--- src/rtl/pipeline_load_control.sv ---
// Load/flush sequencing for the LC-3b pipeline registers (PC, IF/ID, ID/EX, EX/MEM, MEM/WB).
// Optional performance counters are enabled by defining PIPE_PERF_COUNTERS_EN.
//
// state   | meaning
// INIT    | first cycle after reset: flush front registers, retire zero MEM/WB
// RUN     | pipeline advancing normally
// STALL_D | last cycle froze everything waiting on the data cache
// STALL_F | last cycle stalled the front end (fetch miss, load-use, or held branch)
module pipeline_load_control #(
  parameter int unsigned MAX_WAIT = 255,
  parameter int unsigned CNT_W    = 32
) (
  input  logic             clk,
  input  logic             reset,
  input  logic             icache_resp,
  input  logic             dcache_req,
  input  logic             dcache_resp,
  input  logic             load_use_hazard,
  input  logic             branch_taken,
  output logic             load_pc,
  output logic             load_if_id,
  output logic             load_id_ex,
  output logic             load_ex_mem,
  output logic             load_mem_wb,
  output logic             bubble_id_ex,
  output logic             flush_front,
  output logic             mem_timeout,
  output logic [CNT_W-1:0] stall_cycles,
  output logic [CNT_W-1:0] flush_count
);

  typedef enum logic [1:0] {INIT, RUN, STALL_D, STALL_F} state_t;

  localparam int unsigned WAIT_W = (MAX_WAIT < 1) ? 1 : $clog2(MAX_WAIT + 1);
  localparam logic [WAIT_W-1:0] WAIT_MAX = WAIT_W'(MAX_WAIT);

  state_t            state_q, state_d;
  logic [WAIT_W-1:0] wait_q, wait_d;
  logic              timeout_q, timeout_d;
  logic              stall_now;
  logic              flush_now;
  logic              dbusy;
  logic              fbusy;

  assign dbusy = dcache_req & ~dcache_resp;
  assign fbusy = ~icache_resp | load_use_hazard;

  always_comb begin
    state_d      = state_q;
    wait_d       = wait_q;
    timeout_d    = timeout_q;
    stall_now    = 1'b0;
    flush_now    = 1'b0;
    load_pc      = 1'b0;
    load_if_id   = 1'b0;
    load_id_ex   = 1'b0;
    load_ex_mem  = 1'b0;
    load_mem_wb  = 1'b0;
    bubble_id_ex = 1'b0;
    flush_front  = 1'b0;

    if (!reset) begin
      case (state_q)
        INIT: begin
          // Front registers load zeros; the PC keeps its reset vector.
          load_if_id  = 1'b1;
          load_id_ex  = 1'b1;
          load_ex_mem = 1'b1;
          load_mem_wb = 1'b1;
          flush_front = 1'b1;
          wait_d      = '0;
          state_d     = RUN;
        end
        default: begin
          if (dbusy) begin
            stall_now = 1'b1;
            state_d   = STALL_D;
          end else if (branch_taken && !icache_resp) begin
            // Branch stays in EX/MEM and is retried once fetch is ready.
            stall_now = 1'b1;
            state_d   = STALL_F;
          end else if (branch_taken) begin
            load_pc     = 1'b1;
            load_if_id  = 1'b1;
            load_id_ex  = 1'b1;
            load_ex_mem = 1'b1;
            load_mem_wb = 1'b1;
            flush_front = 1'b1;
            flush_now   = 1'b1;
            state_d     = RUN;
          end else if (fbusy) begin
            load_id_ex   = 1'b1;
            load_ex_mem  = 1'b1;
            load_mem_wb  = 1'b1;
            bubble_id_ex = 1'b1;
            stall_now    = 1'b1;
            state_d      = STALL_F;
          end else begin
            load_pc     = 1'b1;
            load_if_id  = 1'b1;
            load_id_ex  = 1'b1;
            load_ex_mem = 1'b1;
            load_mem_wb = 1'b1;
            state_d     = RUN;
          end

          if (stall_now) begin
            wait_d    = (wait_q == WAIT_MAX) ? WAIT_MAX : wait_q + 1'b1;
            timeout_d = timeout_q | (wait_d == WAIT_MAX);
          end else begin
            wait_d = '0;
          end
        end
      endcase
    end
  end

  always_ff @(posedge clk) begin
    if (reset) begin
      state_q   <= INIT;
      wait_q    <= '0;
      timeout_q <= 1'b0;
    end else begin
      state_q   <= state_d;
      wait_q    <= wait_d;
      timeout_q <= timeout_d;
    end
  end

  assign mem_timeout = timeout_q & ~reset;

`ifdef PIPE_PERF_COUNTERS_EN
  logic [CNT_W-1:0] stall_cnt_q, stall_cnt_d;
  logic [CNT_W-1:0] flush_cnt_q, flush_cnt_d;

  always_comb begin
    stall_cnt_d = stall_cnt_q;
    flush_cnt_d = flush_cnt_q;
    if (stall_now && !(&stall_cnt_q)) stall_cnt_d = stall_cnt_q + 1'b1;
    if (flush_now && !(&flush_cnt_q)) flush_cnt_d = flush_cnt_q + 1'b1;
  end

  always_ff @(posedge clk) begin
    if (reset) begin
      stall_cnt_q <= '0;
      flush_cnt_q <= '0;
    end else begin
      stall_cnt_q <= stall_cnt_d;
      flush_cnt_q <= flush_cnt_d;
    end
  end

  assign stall_cycles = reset ? '0 : stall_cnt_q;
  assign flush_count  = reset ? '0 : flush_cnt_q;
`else
  logic unused_perf;
  assign unused_perf  = stall_now ^ flush_now;
  assign stall_cycles = '0;
  assign flush_count  = '0;
`endif

endmodule
--- config.mk ---
export PLATFORM = sky130hd
export DESIGN_NAME = pipeline_load_control
export DESIGN_NICKNAME = d
export VERILOG_FILES = /design/src/rtl/pipeline_load_control.sv
export SDC_FILE = /design/constraint.sdc
export NUM_CORES = 1
export LEC_CHECK = 0
export ABC_AREA = 1
export CAP_MARGIN = 20
export CORE_UTILIZATION = 39
export CTS_BUF_LIST = sky130_fd_sc_hd__clkbuf_8
export DETAILED_ROUTE_END_ITERATION = 6
export PLACE_DENSITY = 0.88
export SYNTH_ARGS = -nofsm -noshare
export SYNTH_HDL_FRONTEND = slang
export SYNTH_SLANG_ARGS = --single-unit
--- constraint.sdc ---
create_clock -name clk -period 2.14 [get_ports clk]
set_input_delay 0.321 -clock clk [delete_from_list [all_inputs] [get_ports clk]]
set_output_delay 0.321 -clock clk [all_outputs]
set_load 0.01 [all_outputs]
* Word level (Yosys, flattened, before mapping)
Index checks and enable logic that the tools add are counted.
** Word-level totals
- Word-level logic and storage cells :: 55
- Register bits after elaboration :: 11
** Cells by class
- Mux-type cells :: 33
- Reduce and logical (&&, ||, !) cells :: 6
- $add $sub $neg :: 1
- Equality and inequality tests :: 2
- Bitwise gates (word level) :: 9
** Operators with widths (number)
- 1-bit two-way mux :: 28
- 8-bit equality test (second input constant) :: 2
- 8-bit by 1-bit adder with 8-bit output (second input constant) :: 1
- 2-bit two-way mux :: 4
- 8-bit two-way mux :: 1
- 1-bit NOT :: 5
- 3-bit OR reduction :: 1
- 1-bit bitwise AND :: 2
- 2-bit logical NOT :: 1
- 1-bit bitwise OR :: 2
- 2-bit AND reduction :: 1
- 2-bit OR reduction :: 1
- 1-bit logical AND :: 1
- 1-bit logical NOT :: 1

* Depth between registers and ports, before layout
- Depth after elaboration :: 10
- Gate-level depth with buffers :: 9
- Depth with buffers taken out :: 9

* Worst setup path before layout
OpenSTA, ideal clock, no wires.
- Path type :: input -> output
- Start point :: input dcache_resp
- End point :: output load_id_ex
- Slack :: 0.620 ns
- Cell stages on the path :: 7
- Arrival time :: 1.199 ns
- Data required time :: 1.819 ns
- Path through :: inv_1 > nand2_1 > inv_1 > a21oi_1 > inv_1 > a31oi_1 > buf_4
** Between the ends
- Word-level cells in the longest chain between the ends :: 5
** Ends and longest elaborated chain
- from (decl) :: RTL line 17 : input logic dcache_resp,
- 1-bit NOT :: RTL line 45 : assign dbusy = dcache_req & ~dcache_resp;
- 1-bit bitwise AND :: RTL line 45
- 1-bit two-way mux (3 in a row)
- to (decl) :: RTL line 22 : output logic load_id_ex,
Every way passes these cells.

* Worst setup path after layout
- Start point :: input dcache_resp
- End point :: output load_id_ex
** Between the ends
- Word-level cells in the longest chain between the ends :: 5
** Ends and longest elaborated chain
- 1-bit NOT :: RTL line 45
- 1-bit bitwise AND :: RTL line 45
- 1-bit two-way mux :: RTL line 75 : if (dbusy) begin
- 1-bit two-way mux :: RTL line 63 : case (state_q)
- 1-bit two-way mux :: RTL line 62 : if (!reset) begin
Every way passes these cells.

==> impl_summary.txt <==
----------------------------------------------------
[Logic synthesis]
  Unique masters post-synth ... 20
  Post-Syn Instances ... between 150 and 200
  Ys flop type ... sky130_fd_sc_hd__dfxtp_1
  Seq cells post-synth ... 11
  Async set-reset flop share out of synthesis ... 0
  Total of warnings raised by yosys ... 0
  Synthesized cell area ... 1141 um2
  Number of flops mapped to enable cells by yosys ... 0
  Sequential fraction of the synthesis area ... 0.1930
  Average footprint of a synthesized cell ... 6.874 um2

[Clock network]
  Maximum buffer depth of the clock tree ... 2
  Clock transition time at the flip-flop clock pins of the worst setup and hold paths ... 0.05 ns
  TritonCTS Sinks ... 11
  Resized cells post-CTS ... 5
  Post-CTS setup buffer count ... 0
  Total of hold buffers inserted after clock tree synthesis ... 0
  Root buf cell ... sky130_fd_sc_hd__clkbuf_8
  H-tree levels ... 1
  Clock latency of the later-clocked register in the worst-skew pair ... 0.24 ns
  Number of CTS-inserted buffers ... 3
  CTS tree ... yes

[Finish]
  Final instance count without filler cells ... about 220
  Storage cell area ... between 200 and 250 um2
  Area used by multi-input combinational logic ... 583.1 um2
  Ratio of cells with drive above 1 in the final layout ... 0.08108
  Diode count ... 0
  Post-layout instance area ... 1135 um2
  Final layout net count ... 194
  Filler Cells Inserted ... 278
  Signed area change from the synthesized netlist to the final layout ... -0.5481%

[Timing]
  Highest achievable clock rate ... 496.8 MHz
  Worst slack on hold paths ... around 0.45 ns
  Final setup skew ... 0.002646 ns
  Number of hold-slack violations in the final timing report ... 0
  Summed negative setup slack over all endpoints ... 0 ns
  Max-slew violations ... 0
  Portion of the clock cycle consumed by the worst path in the final layout ... 0.9406
  Final worst path period need ... 2.013 ns
  Total setup violations reported at the end of the flow ... 0
  Unrepaired setup endpoints after global routing ... false

[Floorplan]
  Row cnt ... 19
  Starting utilization of the core area ... 0.4138
  Die X ... 56.09 um
  Die Y ... 56.09 um
  Num ports ... between 70 and 80
  Core area ... 2758 um2
  Total Die Area ... 3146 um2

[Min path]
  Startpoint of the tightest hold check path ... timeout_q
  Min-delay worst type ... flip-flop to flip-flop
  WHS Endpoint ... timeout_q
  Number of cells on the worst hold path ... 2

[Placement]
  Final Wtd Congestion ... 0.7889
  Cell count after placement ... roughly 210
  Cell area after placement ... 1091 um2
  Detailed placer's ending HPWL ... 1305 um
  Total of buffers placed on input and output ports ... 14

[Drt]
  Post-route DRC ... 0
  Antenna Nets Post-Route ... 0
  Total vias in the final route ... 812
  DR iter-0 viols ... 22
  Total detailed-routing wirelength ... 1586 um
  Via/cell ratio ... 3.759
  Pre-antenna DRT Iters ... 5
  Average routed wire per standard cell ... ~7.3 um

[Job]
  Max-cap viol count ... 0

[Outcome]
  Status ... completed

[Critical path]
  Slowest cell on the critical path ... sky130_fd_sc_hd__clkdlybuf4s50_1
  Critical path arrival ... 1.69 ns
  Required arrival time at the worst endpoint ... between 1.5 and 2 ns
  Reg-to-Reg End ... timeout_q
  Cell family with most CP delay ... buffers and inverters
  Crit path cell chain ... clkdlybuf4s50_1, inv_1, nand2_1, inv_1, a21oi_1, inv_1, a31oi_1, dlygate4sd2_1
  Kind of capture point of the worst setup path ... output pin
  Critical setup path kind ... input port to output pin
  Worst Reg-to-Reg Cells ... 9
  Worst stage delay on the critical path ... 0.46 ns
  Startpoint class of the critical path ... input port
  Total number of cells along the worst setup path ... 8
  Critical Path Most Common Cell ... sky130_fd_sc_hd__inv_1
  Worst-path fanout max ... 3
  Setup slack, reg-to-reg ... 0.79 ns
  Source of the worst register-to-register timing path ... wait_q[0]
  Buf/Inv on CP ... 5

[Global route]
  Vias in the first global route ... 575
  Antenna violations before repair ... 0
  Global-route wire length before repair ... approximately 2400 um
  Pin count of the biggest net entering global routing ... 10
  Total routing usage reported by global routing ... 0.09685
  GRT Residual Overflow ... 0

[Power and ir drop]
  Power per unit of standard cell area ... 469.9 nW/um2
  Static leakage ... roughly 0.67 nW
  Peak supply drop ... 0.4827 mV

----------------------------------------------------
kinds of logic after synthesis:
kind of cell,after synthesis,synth area share
XOR/XNOR,1,0.007677
other,1,0.003286
buffers and inverters,87,0.5033
AO/OA/AOI/OAI,13,0.06908
adder cells (fa/ha/maj),1,0.01096
AND/OR/NAND/NOR,52,0.2127
flip-flops,11,0.1930
worst min-delay path, stage by stage, from the launching register on:
cell and delay [ns]:
sky130_fd_sc_hd__dfxtp_1 0.30, sky130_fd_sc_hd__nand2_1 0.06, sky130_fd_sc_hd__nand2_1 0.06
metrics by stage:
step	utilization	setup slack [ns]	power (W)
detailed placement	0.3956	-0.2043	0.0003397
CTS	0.4097	0.01868	0.0005357
finish	0.4115	0.1271	0.0005333
global placement	0.3956	-0.1204	0.0003374
global route	0.4115	0.002113	0.0005653
floorplan	-	0.6203	0.0003869
synthesized netlist by cell type (2+ instances only):
library cell               n  share of area
sky130_fd_sc_hd__nor2_2    2          0.011
sky130_fd_sc_hd__nor2_4    2          0.020
sky130_fd_sc_hd__dfxtp_1  11           0.19
sky130_fd_sc_hd__nand2_1  27          0.089
sky130_fd_sc_hd__buf_4    66           0.43
sky130_fd_sc_hd__nand3_1   9          0.039
sky130_fd_sc_hd__a21oi_1   6          0.026
sky130_fd_sc_hd__a31oi_1   3          0.016
sky130_fd_sc_hd__nand2_2   2          0.011
sky130_fd_sc_hd__nor2_1    8          0.026
sky130_fd_sc_hd__inv_1    21          0.069
layout by cell type (no fill, tap or decap):
master                            instances
sky130_fd_sc_hd__xnor2_1                  1
sky130_fd_sc_hd__buf_4                    4
sky130_fd_sc_hd__a21oi_2                  1
sky130_fd_sc_hd__inv_1                   22
sky130_fd_sc_hd__nor2_4                   2
sky130_fd_sc_hd__a2111oi_0                1
sky130_fd_sc_hd__dlymetal6s2s_1           2
sky130_fd_sc_hd__a21oi_1                  6
sky130_fd_sc_hd__nand2_2                  2
sky130_fd_sc_hd__nand3_1                  9
sky130_fd_sc_hd__nand2_1                 27
sky130_fd_sc_hd__clkdlybuf4s50_1          7
sky130_fd_sc_hd__nor2_1                   8
sky130_fd_sc_hd__nor2_2                   2
sky130_fd_sc_hd__conb_1                  64
sky130_fd_sc_hd__dfxtp_1                 11
sky130_fd_sc_hd__nor3b_1                  1
sky130_fd_sc_hd__dlygate4sd2_1            5
sky130_fd_sc_hd__o21ai_0                  1
sky130_fd_sc_hd__ha_1                     1
sky130_fd_sc_hd__clkbuf_8                 3
sky130_fd_sc_hd__nand2_4                  1
sky130_fd_sc_hd__a31oi_1                  3
sky130_fd_sc_hd__o21bai_1                 1
worst max path at each step:
stage	from	slack, ns	endpoint
final	dcache_resp	0.13	load_id_ex
after global routing	dcache_resp	0.002	load_id_ex
after CTS	reset	0.02	load_pc
after detailed placement	dcache_resp	-0.20	load_id_ex
after global placement	dcache_resp	-0.12	load_ex_mem
after floorplan	dcache_resp	0.62	load_id_ex
sequential cells by signal, indices dropped and copies added (netlist names):
signal,flops
state_q,2
timeout_q,1
wait_q,8
per-layer routing:
layer	global-route usage	share of wire	up-vias
li1	-	-	413
met1	0.1009	0.39	341
met2	0.1735	0.51	54
met3	0.02093	0.076	4
met4	0.06272	0.024	0
met5	0	0	-
power breakdown:
| group | switching (W) | total (W) | internal, W | leakage (nW) |
|---|---|---|---|---|
| Combinational | 0.0000844 | 0.000119 | 0.0000345 | 0.551 |
| Clock | 0.0000762 | 0.000202 | 0.000126 | 0.0269 |
| Sequential | 0.00000228 | 0.000212 | 0.000210 | 0.0894 |
layout make-up:
class / count / area share
multi-input combinational: 131 / 0.5138
sequential: 11 / 0.1940
timing repair buffer: 18 / 0.1488
inverter: 21 / 0.06946
clock buffer: 3 / 0.03638
tap: 31 / 0.03418
clock inverter: 1 / 0.003308
Power figures use the tool's default switching activity.
